[src/rtl/ksa_seq_ctrl.sv]
// Multi-precision add/subtract sequencer: streams wide operands one word per cycle,
// least significant word first, through a single 8-bit Kogge-Stone slice.

module ksa_top_compact (
   input  logic       c0,
   input  logic [7:0] a,
   input  logic [7:0] b,
   output logic [7:0] s,
   output logic       c32
);

   logic [7:0] p0, g0, p1, g1, p2, g2, g3;

   // Carry-in is absorbed into bit 0's generate so the prefix tree yields G[i:0] incl. c0
   assign p0 = a ^ b;
   assign g0 = (a & b) | {7'b0, p0[0] & c0};

   assign g1 = g0 | (p0 & {g0[6:0], 1'b0});
   assign p1 = p0 & {p0[6:0], 1'b1};
   assign g2 = g1 | (p1 & {g1[5:0], 2'b0});
   assign p2 = p1 & {p1[5:0], 2'b11};
   assign g3 = g2 | (p2 & {g2[3:0], 4'b0});

   assign s   = p0 ^ {g3[6:0], c0};
   assign c32 = g3[7];

endmodule

module ksa_seq_ctrl #(
   parameter int unsigned WIDTH = 8,
   parameter int unsigned WORDS = 4
) (
   input  logic                   clk,
   input  logic                   rst_n,
   input  logic                   in_valid,
   output logic                   in_ready,
   input  logic [WIDTH*WORDS-1:0] in_a,
   input  logic [WIDTH*WORDS-1:0] in_b,
   input  logic                   in_cin,
   input  logic                   in_sub,
   output logic                   out_valid,
   input  logic                   out_ready,
   output logic [WIDTH*WORDS-1:0] out_sum,
   output logic                   out_cout,
   output logic                   busy
);

   localparam int unsigned TW = WIDTH * WORDS;
   localparam int unsigned IW = (WORDS > 1) ? $clog2(WORDS) : 1;
   localparam logic [IW-1:0] LAST = IW'(WORDS - 1);

   typedef enum logic [1:0] {IDLE, RUN, DONE} state_t;

   state_t          state;
   logic [TW-1:0]   a_reg;
   logic [TW-1:0]   b_reg;
   logic            carry;
   logic [IW-1:0]   idx;
   logic [WIDTH-1:0] a_word;
   logic [WIDTH-1:0] b_word;
   logic [WIDTH-1:0] slice_s;
   logic            slice_c;

   assign in_ready = (state == IDLE);

   // Select the current word of each operand
   always_comb begin
      a_word = '0;
      b_word = '0;
      for (int unsigned i = 0; i < WORDS; i++) begin
         if (idx == IW'(i)) begin
            a_word = a_reg[i*WIDTH +: WIDTH];
            b_word = b_reg[i*WIDTH +: WIDTH];
         end
      end
   end

   ksa_top_compact u_slice (
      .c0  (carry),
      .a   (a_word),
      .b   (b_word),
      .s   (slice_s),
      .c32 (slice_c)
   );

   always_ff @(posedge clk or negedge rst_n) begin
      if (!rst_n) begin
         state     <= IDLE;
         a_reg     <= '0;
         b_reg     <= '0;
         carry     <= 1'b0;
         idx       <= '0;
         out_sum   <= '0;
         out_cout  <= 1'b0;
         out_valid <= 1'b0;
         busy      <= 1'b0;
      end else begin
         case (state)
            IDLE: begin
               if (in_valid) begin
                  // Subtract is A + ~B + 1
                  a_reg <= in_a;
                  b_reg <= in_sub ? ~in_b : in_b;
                  carry <= in_sub ? 1'b1 : in_cin;
                  idx   <= '0;
                  busy  <= 1'b1;
                  state <= RUN;
               end
            end
            RUN: begin
               for (int unsigned i = 0; i < WORDS; i++) begin
                  if (idx == IW'(i)) out_sum[i*WIDTH +: WIDTH] <= slice_s;
               end
               carry <= slice_c;
               idx   <= idx + IW'(1);
               if (idx == LAST) begin
                  idx       <= '0;
                  out_cout  <= slice_c;
                  out_valid <= 1'b1;
                  busy      <= 1'b0;
                  state     <= DONE;
               end
            end
            DONE: begin
               if (out_ready) begin
                  out_valid <= 1'b0;
                  state     <= IDLE;
               end
            end
            default: state <= IDLE;
         endcase
      end
   end

endmodule

[config.mk]
export PLATFORM = sky130hd
export DESIGN_NAME = ksa_seq_ctrl
export DESIGN_NICKNAME = d
export VERILOG_FILES = /design/src/rtl/ksa_seq_ctrl.sv
export SDC_FILE = /design/constraint.sdc
export NUM_CORES = 1
export LEC_CHECK = 0
export CORE_ASPECT_RATIO = 0.75
export CORE_UTILIZATION = 40
export CTS_CLUSTER_DIAMETER = 60
export CTS_CLUSTER_SIZE = 40
export DETAILED_ROUTE_END_ITERATION = 10
export MAX_ROUTING_LAYER = met4
export PLACE_DENSITY_LB_ADDON = 0.1
export SETUP_SLACK_MARGIN = 0.1
export SYNTH_ARGS = -nofsm -noshare
export SYNTH_HDL_FRONTEND = slang
export SYNTH_SLANG_ARGS = --single-unit
[constraint.sdc]
create_clock -name clk -period 6.1 [get_ports clk]
set_input_delay 0.915 -clock clk [delete_from_list [all_inputs] [get_ports clk]]
set_output_delay 0.915 -clock clk [all_outputs]
set_load 0.02 [all_outputs]
---- Yosys cells after proc, flatten, opt, wreduce, memory -nomap -nowiden ----
Cells that the tools add are included.
operators by class
  muxes and demuxes ....................... 25
  add/subtract/negate cells ............... 1
  eq/ne operators ......................... 8
  bitwise operators ....................... 14
  reductions and logical operators ........ 13
operator list
  cell                   count
  $mux W8                8
  $and A8 B8 Y8          6
  $mux W32               1
  $not A32 Y32           1
  $or A8 B8 Y8           3
  $xor A8 B8 Y8          2
  $reduce_and A2 Y1      6
  $mux W2                5
  $reduce_and A3 Y1      3
  $or A8 B1 Y8           1
  $eq A2 B2 Y1 const B   3
  $mux W1                6
  $ne A2 B2 Y1 const B   3
  $pmux W1 S2            3
  $pmux W2 S3            1
  $eq A2 B1 Y1 const B   2
  $logic_not A2 Y1       2
  $pmux W2 S2            1
  $reduce_bool A2 Y1     2
  $add A2 B1 Y2 const B  1
  $and A1 B1 Y1          1
storage, ports and cells
  bits of input ports ..................... 70
  output and inout bits ................... 36
  register bits after elaboration ......... 104

---- Depth between registers and ports, before layout ----
Gate-level depths: netlist of the first run.
  depth after elaboration ................. 15
  depth in mapped cells ................... 14
  depth with buffers taken out ............ 13

---- Cells and area by module ----
From an unflattened synthesis of the first run, not the netlist that was laid out.
second synthesis, totals
  cell total of the unflattened synthesis .. 521
  area, all modules ....................... 5,114.9 um^2
by module, submodules not included
  module           sequential area each (um^2)  cells each  times used  area an instance (um^2)
  ksa_seq_ctrl     2,602.5                      478         1           4,745.8
  ksa_top_compact  0.0                          43          1           369.1

---- Worst setup path before layout of the first run ----
OpenSTA, ideal clock, no wires.
  path kind ............................... flip-flop to flip-flop
  start ................................... register idx[0]
  end ..................................... register out_sum[22]
  arrival ................................. 3.098 ns
  cell stages (with the launch flop) ...... 15
  setup slack ............................. 2.870 ns
  required time ........................... 5.968 ns
  library setup time ...................... 0.132 ns
  cell sequence ........................... dfrtp_1 inv_1 ha_1 nor2b_1 buf_2 a221oi_1 nor3_1 a21oi_1 fa_1 fa_1 nor2b_1 o31a_1 o21ai_1 a21boi_1 o31ai_1
between the ends
  word-level cells in the longest chain between the ends .. 14
  elaborated cells on any way between the ends .. 26
ends and longest elaborated chain
  what                            line  text
  start: declaration              58    logic [IW-1:0] idx;
  start signal: assignment        115   idx <= idx + IW'(1);
  $logic_not A2 Y1                71    if (idx == IW'(i)) begin
  $mux W8 (4 in a row)            71
  $xor A8 B8 Y8                   15    assign p0 = a ^ b;
  $and A1 B1 Y1                   16    assign g0 = (a & b) | {7'b0, p0[0] & c0};
  $or A8 B1 Y8                    16
  $and A8 B8 Y8                   18    assign g1 = g0 | (p0 & {g0[6:0], 1'b0});
  $or A8 B8 Y8                    18
  $or A8 B8 Y8                    20    assign g2 = g1 | (p1 & {g1[5:0], 2'b0});
  $and A8 B8 Y8                   22    assign g3 = g2 | (p2 & {g2[3:0], 4'b0});
  $or A8 B8 Y8                    22
  $xor A8 B8 Y8                   24    assign s = p0 ^ {g3[6:0], c0};
  end signal: indexed assignment  112   if (idx == IW'(i)) out_sum[i*WIDTH +: WIDTH] <= slice_s;
  end: declaration                43    output logic [WIDTH*WORDS-1:0] out_sum,
Parallel ways exist; a longest one is shown, timed or not.
A chain may end at the register's enable or synchronous reset.

---- Worst setup path after layout of the first run ----
  start ................................... register idx[1]
  end ..................................... register out_sum[14]
The elaborated chain is that of the path after synthesis.

==> flow_metrics.env, run 1 <==
export IMPL_status="complete, no violations"
export IMPL_crit_path_start_kind="flop"
export IMPL_cts_buffers=9
export IMPL_die_h_um=98.2
export IMPL_io_pins=106
export IMPL_core_um2=11800
export IMPL_postCtsHoldBufs=0
export IMPL_drtIter0Drc=270
export IMPL_finalCritPeriodShare_pct=68.5
export IMPL_antenna_left=0
export IMPL_most_common_layout_cells="nand2_1, dfrtp_1, clkdlybuf4s50_1"
export IMPL_cts_tree="yes"
export IMPL_h_tree_depth=3
export IMPL_period_needed_ns=4.18
export IMPL_cts_sinks=104
export IMPL_grt_usage_pct=20.6
export IMPL_ys_seq_area_share_pct=52.8
export IMPL_multi_input_area_um2=2160
export IMPL_worst_slew_pin_slew_ns=1.02
export IMPL_dieWidth_um=130
export IMPL_cp_end_kind="flop"
export IMPL_grt_pass1_wl_um=19400
export IMPL_rsz0062_at_grt="no"
export IMPL_cts_setup_buffers=0
export IMPL_criticalPathCategory="reg -> reg"
export IMPL_crit_required_ns=6.30
export IMPL_synth_nets=629
export IMPL_dieArea_um2=12800
export IMPL_dr_pass1_iters=4
export IMPL_vdd_drop_max_mv=0.208
export IMPL_ys_ff_latch=104
export IMPL_synth_area_leaders="dfrtp_1, nand2_1, o21ai_0, xnor2_1, ha_1"
export IMPL_initial_core_util_pct=41.9
export IMPL_clock_skew_ns=0.00508
export IMPL_routedWlPerCell_um=14.7
export IMPL_utilization_pct=53.9
export IMPL_rows=34
export IMPL_viasPerCell=4.88
export IMPL_finalPower_mw=3.54
export IMPL_final_common_cell="nand2_1"
export IMPL_insertion_delay_ns=0.34
export IMPL_fill_cells=1105
export IMPL_grt_max_degree=57
export IMPL_syn_area_um2=4930
export IMPL_critPathArrivalTime_ns=4.38
export IMPL_gp_congestion=0.843
export IMPL_via_count=3891
export IMPL_wirelength_um=11700
export IMPL_yosys_area_top_type="dfrtp_1"
export IMPL_clock_root_buffer="clkbuf_16"
export IMPL_seqCellArea_um2=2600
export IMPL_setup_viol=0
export IMPL_yosys_area_top_type_share_pct=52.8
export IMPL_port_buffers=105
export IMPL_timing_hold_ws_ns=0.475
export IMPL_antenna_found_initial=0
export IMPL_grt_overflow=0
export IMPL_ys_types=31
export IMPL_timing_setup_tns_ns=0
export IMPL_clk_pin_slew_worst_paths_ns=0.07
export IMPL_max_cap_viol_count=0
export IMPL_ys_warn_count=0
export IMPL_finalHoldViolations=0
export IMPL_maxSlewHeadroom_pct=31.9
export IMPL_antenna_cells=0
export IMPL_nets=715
export IMPL_worst_slack_ns=1.92
export IMPL_min_path_type="reg -> reg"
export IMPL_final_layout_size_suffix_gt1_share_pct=4.40
export IMPL_area_growth_pct=28.7
export IMPL_dp_slack_ns=1.98
export IMPL_grt_pass1_vias=3845
export IMPL_hpwl_um=8510
export IMPL_crit_fanout=20
export IMPL_avgSynthCellArea_um2=9.03
export IMPL_final_max_slew_viol_count=0
export IMPL_clk_path_buf_depth=2
export IMPL_max_freq_mhz=239
export IMPL_drc=0
export IMPL_p_leak_nw=2.83
export IMPL_power_density_nw_per_um2=558
export IMPL_post_cts_resized=0
export IMPL_netlist_instances=546
## cell families (layout without fill, tap and decap cells)
logic type      after synthesis  in the layout  share of synthesized area (%)
flops                       104            104                           52.8
simple gates                221            221                           17.9
mux                           5              5                           1.14
compound gates              127            127                           15.0
xor+xnor                     34             34                           6.04
fa+ha+maj                    13             13                           3.60
buf+inv                      42            132                           3.58
## cells in the mapped netlist
cell type / n
a221oi_1: 4
a21boi_1: 1
buf_2: 15
nor3b_2: 1
nand2_1: 183
o21ai_0: 69
o31a_1: 2
fa_1: 2
and2_1: 1
nand3_1: 1
o221ai_1: 1
a21oi_1: 21
nor3_1: 5
o21a_1: 4
a21o_2: 1
a22oi_1: 10
nor2b_1: 7
xor2_1: 1
nand3b_1: 2
nor2b_4: 1
inv_1: 9
xnor2_1: 33
dfrtp_1: 104
o31ai_1: 11
ha_1: 11
o21ai_1: 1
a221o_1: 1
clkbuf_1: 18
mux2_2: 5
nor2_1: 20
a21o_1: 1
## power breakdown
part           switching, mW  leakage [nW]  total [mW]  internal (mW)
Sequential             0.200          1.30        1.22           1.02
Combinational           1.05          1.39        1.77          0.714
Clock                  0.244         0.135       0.560          0.316
## per-layer routing
metal / part of all wire (%) / vias up / routed length [um] / global-route usage, %
met5: 0 / - / 0 / -
met4: 0.81 / 0 / 95 / 5.10
met3: 5.3 / 9 / 618 / 4.44
met2: 42 / 94 / 4920 / 28.4
met1: 52 / 1818 / 6100 / 30.4
li1: - / 1970 / - / -
## critical path: stages, from the launching register on
cell,delay (ns)
dfrtp_1,0.38
inv_1,0.09
ha_1,0.42
nor2b_1,0.81
a221oi_1,0.18
nor3_1,0.19
a21oi_1,0.09
fa_1,0.54
fa_1,0.48
nor2b_1,0.16
o31a_1,0.18
o21ai_1,0.08
a21boi_1,0.29
o31ai_1,0.13
## per-stage QoR
stage / cell area [um2] / instances
floorplan: 4930 / 546
CTS: 6350 / 798
finish: 6350 / 798
global route: 6350 / 798
detailed placement: 6060 / 783
global placement: 6060 / 783
## final timing paths
| check | startpoint | endpoint | depth (start not counted) | slack, ns |
|---|---|---|---|---|
| worst min register to register | out_sum[26] | out_sum[26] | 2 | 0.47 |
| worst max-delay path | idx[1] | out_sum[14] | 13 | 1.92 |
| min in group asynchronous | rst_n | a_reg[13] | 1 | 0.58 |
| worst max register to register | idx[1] | out_sum[14] | 13 | 1.92 |
| max in group asynchronous | rst_n | out_sum[20] | 2 | 4.39 |
| worst min-delay path | out_sum[26] | out_sum[26] | 2 | 0.47 |
## area by class of cell
class                      instances  share of cell area (%)
sequential                       104                    41.0
multi-input combinational        400                    34.0
timing repair buffer             108                    16.8
clock buffer                      10                    3.61
tap                              162                    3.19
clock inverter                     5                   0.926
inverter                           9                   0.532
Note: power is estimated with default switching activity, not from simulation.
==> run 2, diff against run 1 <==
Clock period 6.1 ns to 4.38 ns, I/O delays scaled along.
==> flow_metrics.env, run 2 (synthesis results as in run 1) <==
export IMPL_pwr_share_clk_pct=15.9
export IMPL_p_sw_mw=2.11
export IMPL_clock_root_buffer="clkbuf_16"
export IMPL_max_cap_viol_count=0
export IMPL_period_needed_ns=3.64
export IMPL_vdd_drop_max_mv=0.354
export IMPL_drtIter0Drc=284
export IMPL_viasPerCell=4.92
export IMPL_antenna_left=0
export IMPL_dp_slack_ns=0.746
export IMPL_grt_pass1_vias=3888
export IMPL_placed_cell_area_um2=6090
export IMPL_worst_slew_pin_slew_ns=0.926
export IMPL_seqCellArea_um2=2600
export IMPL_dieWidth_um=130
export IMPL_timing_setup_tns_ns=0
export IMPL_grt_max_degree=75
export IMPL_criticalPathCategory="reg -> reg"
export IMPL_rr_endpoint="out_sum[30]"
export IMPL_max_freq_mhz=274
export IMPL_grt_pass1_wl_um=19800
export IMPL_power_density_nw_per_um2=781
export IMPL_dr_pass1_iters=5
export IMPL_rows=34
export IMPL_crit_path_start_kind="flop"
export IMPL_critPathArrivalTime_ns=3.85
export IMPL_hpwl_um=8860
export IMPL_critPathLaunch="idx[1]"
export IMPL_cp_end_kind="flop"
export IMPL_routedWlPerCell_um=14.9
export IMPL_multi_input_area_um2=2160
export IMPL_cts_setup_buffers=0
export IMPL_finalPower_mw=4.98
export IMPL_finalHoldViolations=0
export IMPL_cts_sinks=104
export IMPL_gp_congestion=0.853
export IMPL_final_common_cell="nand2_1"
export IMPL_intPower_mw=2.87
export IMPL_wirelength_um=11900
export IMPL_h_tree_depth=3
export IMPL_worst_slack_ns=0.736
export IMPL_crit_required_ns=4.58
export IMPL_insertion_delay_ns=0.34
export IMPL_clock_skew_ns=0.00761
export IMPL_clk_pin_slew_worst_paths_ns=0.07
export IMPL_cpPeakStageDelay_ns=0.49
export IMPL_maxSlewHeadroom_pct=38.3
export IMPL_worst_path_max_delay_cell="fa_1"
export IMPL_core_um2=11800
export IMPL_clk_path_buf_depth=2
export IMPL_post_cts_resized=0
export IMPL_timing_hold_ws_ns=0.451
export IMPL_switching_share_pct=42.4
export IMPL_r2r_cells=14
export IMPL_status="complete, no violations"
export IMPL_grt_overflow=0
export IMPL_min_path_type="in -> async"
export IMPL_crit_fanout=20
export IMPL_finalCritPeriodShare_pct=83.2
export IMPL_crit_family="adder cells"
export IMPL_nets=719
export IMPL_antenna_cells=0
export IMPL_setup_viol=0
export IMPL_port_buffers=105
export IMPL_via_count=3949
export IMPL_cts_buffers=9
export IMPL_final_cell_area_um2=6380
export IMPL_final_layout_size_suffix_gt1_share_pct=4.84
export IMPL_area_growth_pct=29.3
export IMPL_most_common_layout_cells="nand2_1, dfrtp_1, clkdlybuf4s50_1"
export IMPL_seq_power_share_pct=34.4
export IMPL_fill_cells=1082
export IMPL_postCtsHoldBufs=0
export IMPL_r2r_start="idx[1]"
export IMPL_r2r_slack_ns=0.74
export IMPL_final_max_slew_viol_count=0
export IMPL_grt_usage_pct=20.8
export IMPL_io_pins=106
export IMPL_dieArea_um2=12800
export IMPL_antenna_found_initial=0
export IMPL_rsz0062_at_grt="no"
export IMPL_worstPathCellList="inv_1 -> ha_1 -> buf_4 -> nor2b_1 -> a221oi_1 -> nor3_1 -> a21oi_1 -> fa_1 -> fa_1 -> nor2b_1 -> o31a_1 -> o21ai_1 -> a21boi_1 -> o31ai_1"
export IMPL_drc=0
export IMPL_combPwrFrac_pct=49.7
export IMPL_critPathBufInv=2
export IMPL_initial_core_util_pct=41.9
export IMPL_cts_tree="yes"
export IMPL_die_h_um=98.2
export IMPL_p_leak_nw=2.85
==> run 2: cell count changes in the layout (fill, tap and decap cells not counted), sizes merged <==
cell / before / now
clkinvlp: 2 / 1
buf: 5 / 9
inv: 9 / 10
clkinv: 2 / 1
clkbuf: 10 / 11
==> run 2: worst max path at each step <==
| stage | to | slack [ns] | depth (start not counted) |
|---|---|---|---|
| floorplan | out_sum[22] | 1.15 | 14 |
| global placement | out_sum[30] | 0.90 | 13 |
| detailed placement | out_sum[6] | 0.75 | 13 |
| CTS | out_sum[6] | 0.73 | 13 |
| global route | out_sum[30] | 0.34 | 14 |
| finish | out_sum[30] | 0.74 | 14 |
==> run 2: power by group through the flow <==
stage	sequential, mW	combinational (mW)	clock, mW
floorplan	1.78	1.52	0
global placement	1.72	2.43	0
detailed placement	1.72	2.49	0
CTS	1.71	2.50	0.806
global route	1.77	2.80	0.836
finish	1.71	2.48	0.790
==> run 2: area by class of cell <==
type / count / area share [%]
multi-input combinational: 400 / 33.8
timing repair buffer: 112 / 17.2
clock inverter: 4 / 0.863
inverter: 9 / 0.530
tap: 162 / 3.18
sequential: 104 / 40.8
clock buffer: 11 / 3.65
==> run 2: through the flow <==
stage | utilization [%] | cells
after global placement | 51.7 | 787
after detailed placement | 51.7 | 787
after floorplan | - | 546
final | 54.1 | 802
after CTS | 54.1 | 802
after global routing | 54.1 | 802
==> run 2: worst register-to-register path, delay by kind of cell (launching register included) <==
kind | cells | cell delay (ns)
adder cells (fa/ha/maj) | 3 | 1.15
AO/OA/AOI/OAI | 6 | 0.91
AND/OR/NAND/NOR | 3 | 0.79
flip-flops | 1 | 0.38
buffers and inverters | 2 | 0.28
==> run 2: per-layer routing <==
metal	wire length, um	up-vias	share of wire [%]	GRT usage [%]
met1	6250	1862	52	31.2
met5	0	-	0	-
met4	83	0	0.69	4.56
met3	598	7	5.0	3.95
met2	5020	102	42	28.9
li1	-	1978	-	-
==> run 3, diff against run 2 <==
Clock period 4.38 ns to 3.19 ns, I/O delays scaled along.
==> flow_metrics.env, run 3 (synthesis results as in run 1) <==
export IMPL_status="complete, no violations"
export IMPL_met1_usage_pct=30.2
export IMPL_final_cell_area_um2=6610
export IMPL_grt_max_degree=59
export IMPL_gp_congestion=0.869
export IMPL_initial_core_util_pct=41.9
export IMPL_antenna_cells=0
export IMPL_dr_pass1_iters=4
export IMPL_crit_family="compound AO/OA/AOI/OAI gates"
export IMPL_rsz0062_at_grt="no"
export IMPL_min_path_type="in -> async"
export IMPL_grt_pass1_vias=3978
export IMPL_finalHoldViolations=0
export IMPL_port_buffers=105
export IMPL_max_freq_mhz=338
export IMPL_timing_hold_ws_ns=0.137
export IMPL_postCtsHoldBufs=0
export IMPL_grt_usage_pct=21.1
export IMPL_clk_path_buf_depth=2
export IMPL_cts_buffers=9
export IMPL_dieWidth_um=130
export IMPL_cpPeakStageDelay_ns=0.45
export IMPL_most_common_layout_cells="nand2_1, dfrtp_1, clkdlybuf4s50_1"
export IMPL_crit_fanout=6
export IMPL_worst_path_max_delay_cell="dfrtp_2"
export IMPL_setup_viol=0
export IMPL_via_count=3995
export IMPL_max_cap_viol_count=0
export IMPL_met3_usage_pct=5.42
export IMPL_critPathBufInv=2
export IMPL_nets=729
export IMPL_vdd_drop_max_mv=0.421
export IMPL_finalPower_mw=7.30
export IMPL_drtIter0Drc=203
export IMPL_p_sw_mw=3.07
export IMPL_grt_overflow=0
export IMPL_rows=34
export IMPL_intPower_mw=4.24
export IMPL_utilization_pct=56.1
export IMPL_final_layout_size_suffix_gt1_share_pct=9.37
export IMPL_worst_slack_ns=0.232
export IMPL_wirelength_um=12000
export IMPL_dieArea_um2=12800
export IMPL_seq_power_share_pct=31.7
export IMPL_finalCritPeriodShare_pct=92.7
export IMPL_dp_slack_ns=0.0359
export IMPL_worstPathCellList="inv_1 -> ha_2 -> nor2b_4 -> buf_4 -> a22oi_1 -> nor2_1 -> a21oi_1 -> o21ai_1 -> ha_1 -> nor2b_2 -> o31a_1 -> nor2_1 -> o221ai_1 -> a221o_1"
export IMPL_criticalPathCategory="reg -> reg"
export IMPL_cts_sinks=104
export IMPL_die_h_um=98.2
export IMPL_cp_end_kind="flop"
export IMPL_r2r_slack_ns=0.23
export IMPL_routedWlPerCell_um=14.7
export IMPL_maxSlewHeadroom_pct=43.8
export IMPL_fill_cells=1097
export IMPL_insertion_delay_ns=0.34
export IMPL_cp_common_cell="nor2_1"
export IMPL_antenna_left=0
export IMPL_critPathArrivalTime_ns=3.18
export IMPL_final_cells=813
export IMPL_worst_slew_pin_slew_ns=0.844
export IMPL_io_pins=106
export IMPL_final_max_slew_viol_count=0
export IMPL_drc=0
export IMPL_grt_pass1_wl_um=20000
export IMPL_clk_pin_slew_worst_paths_ns=0.07
export IMPL_period_needed_ns=2.96
export IMPL_antenna_found_initial=0
export IMPL_crit_required_ns=3.42
export IMPL_cts_tree="yes"
export IMPL_timing_setup_tns_ns=0
export IMPL_core_um2=11800
export IMPL_pwr_share_clk_pct=15.4
export IMPL_clock_skew_ns=0.00623
export IMPL_combPwrFrac_pct=52.9
export IMPL_p_leak_nw=2.94
export IMPL_h_tree_depth=3
export IMPL_met2_usage_pct=28.5
export IMPL_power_density_nw_per_um2=1110
export IMPL_viasPerCell=4.91
export IMPL_seqCellArea_um2=2600
export IMPL_area_growth_pct=33.9
export IMPL_crit_path_start_kind="flop"
export IMPL_switching_share_pct=42.0
export IMPL_clock_root_buffer="clkbuf_16"
export IMPL_hpwl_um=8860
export IMPL_top_usage_layer="met1"
export IMPL_place_inst=793
export IMPL_multi_input_area_um2=2250
export IMPL_final_common_cell="nand2_1"
export IMPL_placed_cell_area_um2=6180
run 3: cell types whose count changed in the layout (fill, tap and decap cells not counted), moves of 3 or more:
cell and change:
o31ai_1 -3, ha_1 -3, buf_4 +7, o21ai_0 -3, buf_12 +3
run 3: cell type report:
type	count	share of cell area (%)
well taps	162	3.07
clock inverters	5	0.966
clock buffers	11	3.67
inverters	9	0.511
flip-flops and latches	104	39.4
repair buffers	122	18.3
multi-input cells	400	34.1
run 3: per-layer routing:
| metal | up-vias | wire length (um) | part of all wire (%) |
|---|---|---|---|
| met1 | 1869 | 6060 | 51 |
| met3 | 21 | 770 | 6.4 |
| met2 | 107 | 4900 | 41 |
| met4 | 0 | 257 | 2.1 |
| met5 | - | 0 | 0 |
| li1 | 1998 | - | - |
run 3: worst register-to-register path: stages (launching register included):
cell      delay (ns)
dfrtp_2         0.45
inv_1           0.11
ha_2            0.19
nor2b_4         0.18
buf_4           0.16
a22oi_1         0.07
nor2_1          0.09
a21oi_1         0.05
o21ai_1         0.18
ha_1            0.30
nor2b_2         0.18
o31a_1          0.28
nor2_1          0.10
o221ai_1        0.14
a221o_1         0.38
run 3: worst paths after layout:
kind,startpoint,to,cells after the start
max in group asynchronous,rst_n,idx[0],2
hold reg to reg,out_sum[15],out_sum[15],2
setup / recovery,idx[0],carry,14
hold / removal,rst_n,a_reg[5],1
min in group clk,out_sum[15],out_sum[15],2
setup reg to reg,idx[0],carry,14
run 3: timing repair:
action,in CTS,in global routing
setup buffers,1,3
resized for setup,7,16
pin swaps,2,7
setup endpoints to repair,8,18
run 3: power by group through the flow:
stage	Combinational (mW)	Clock (mW)	Sequential (mW)
after floorplan	2.11	0	2.45
after global placement	3.55	0	2.32
after detailed placement	3.61	0	2.33
after CTS	3.72	1.15	2.31
after global routing	4.31	1.20	2.40
final	3.87	1.13	2.31
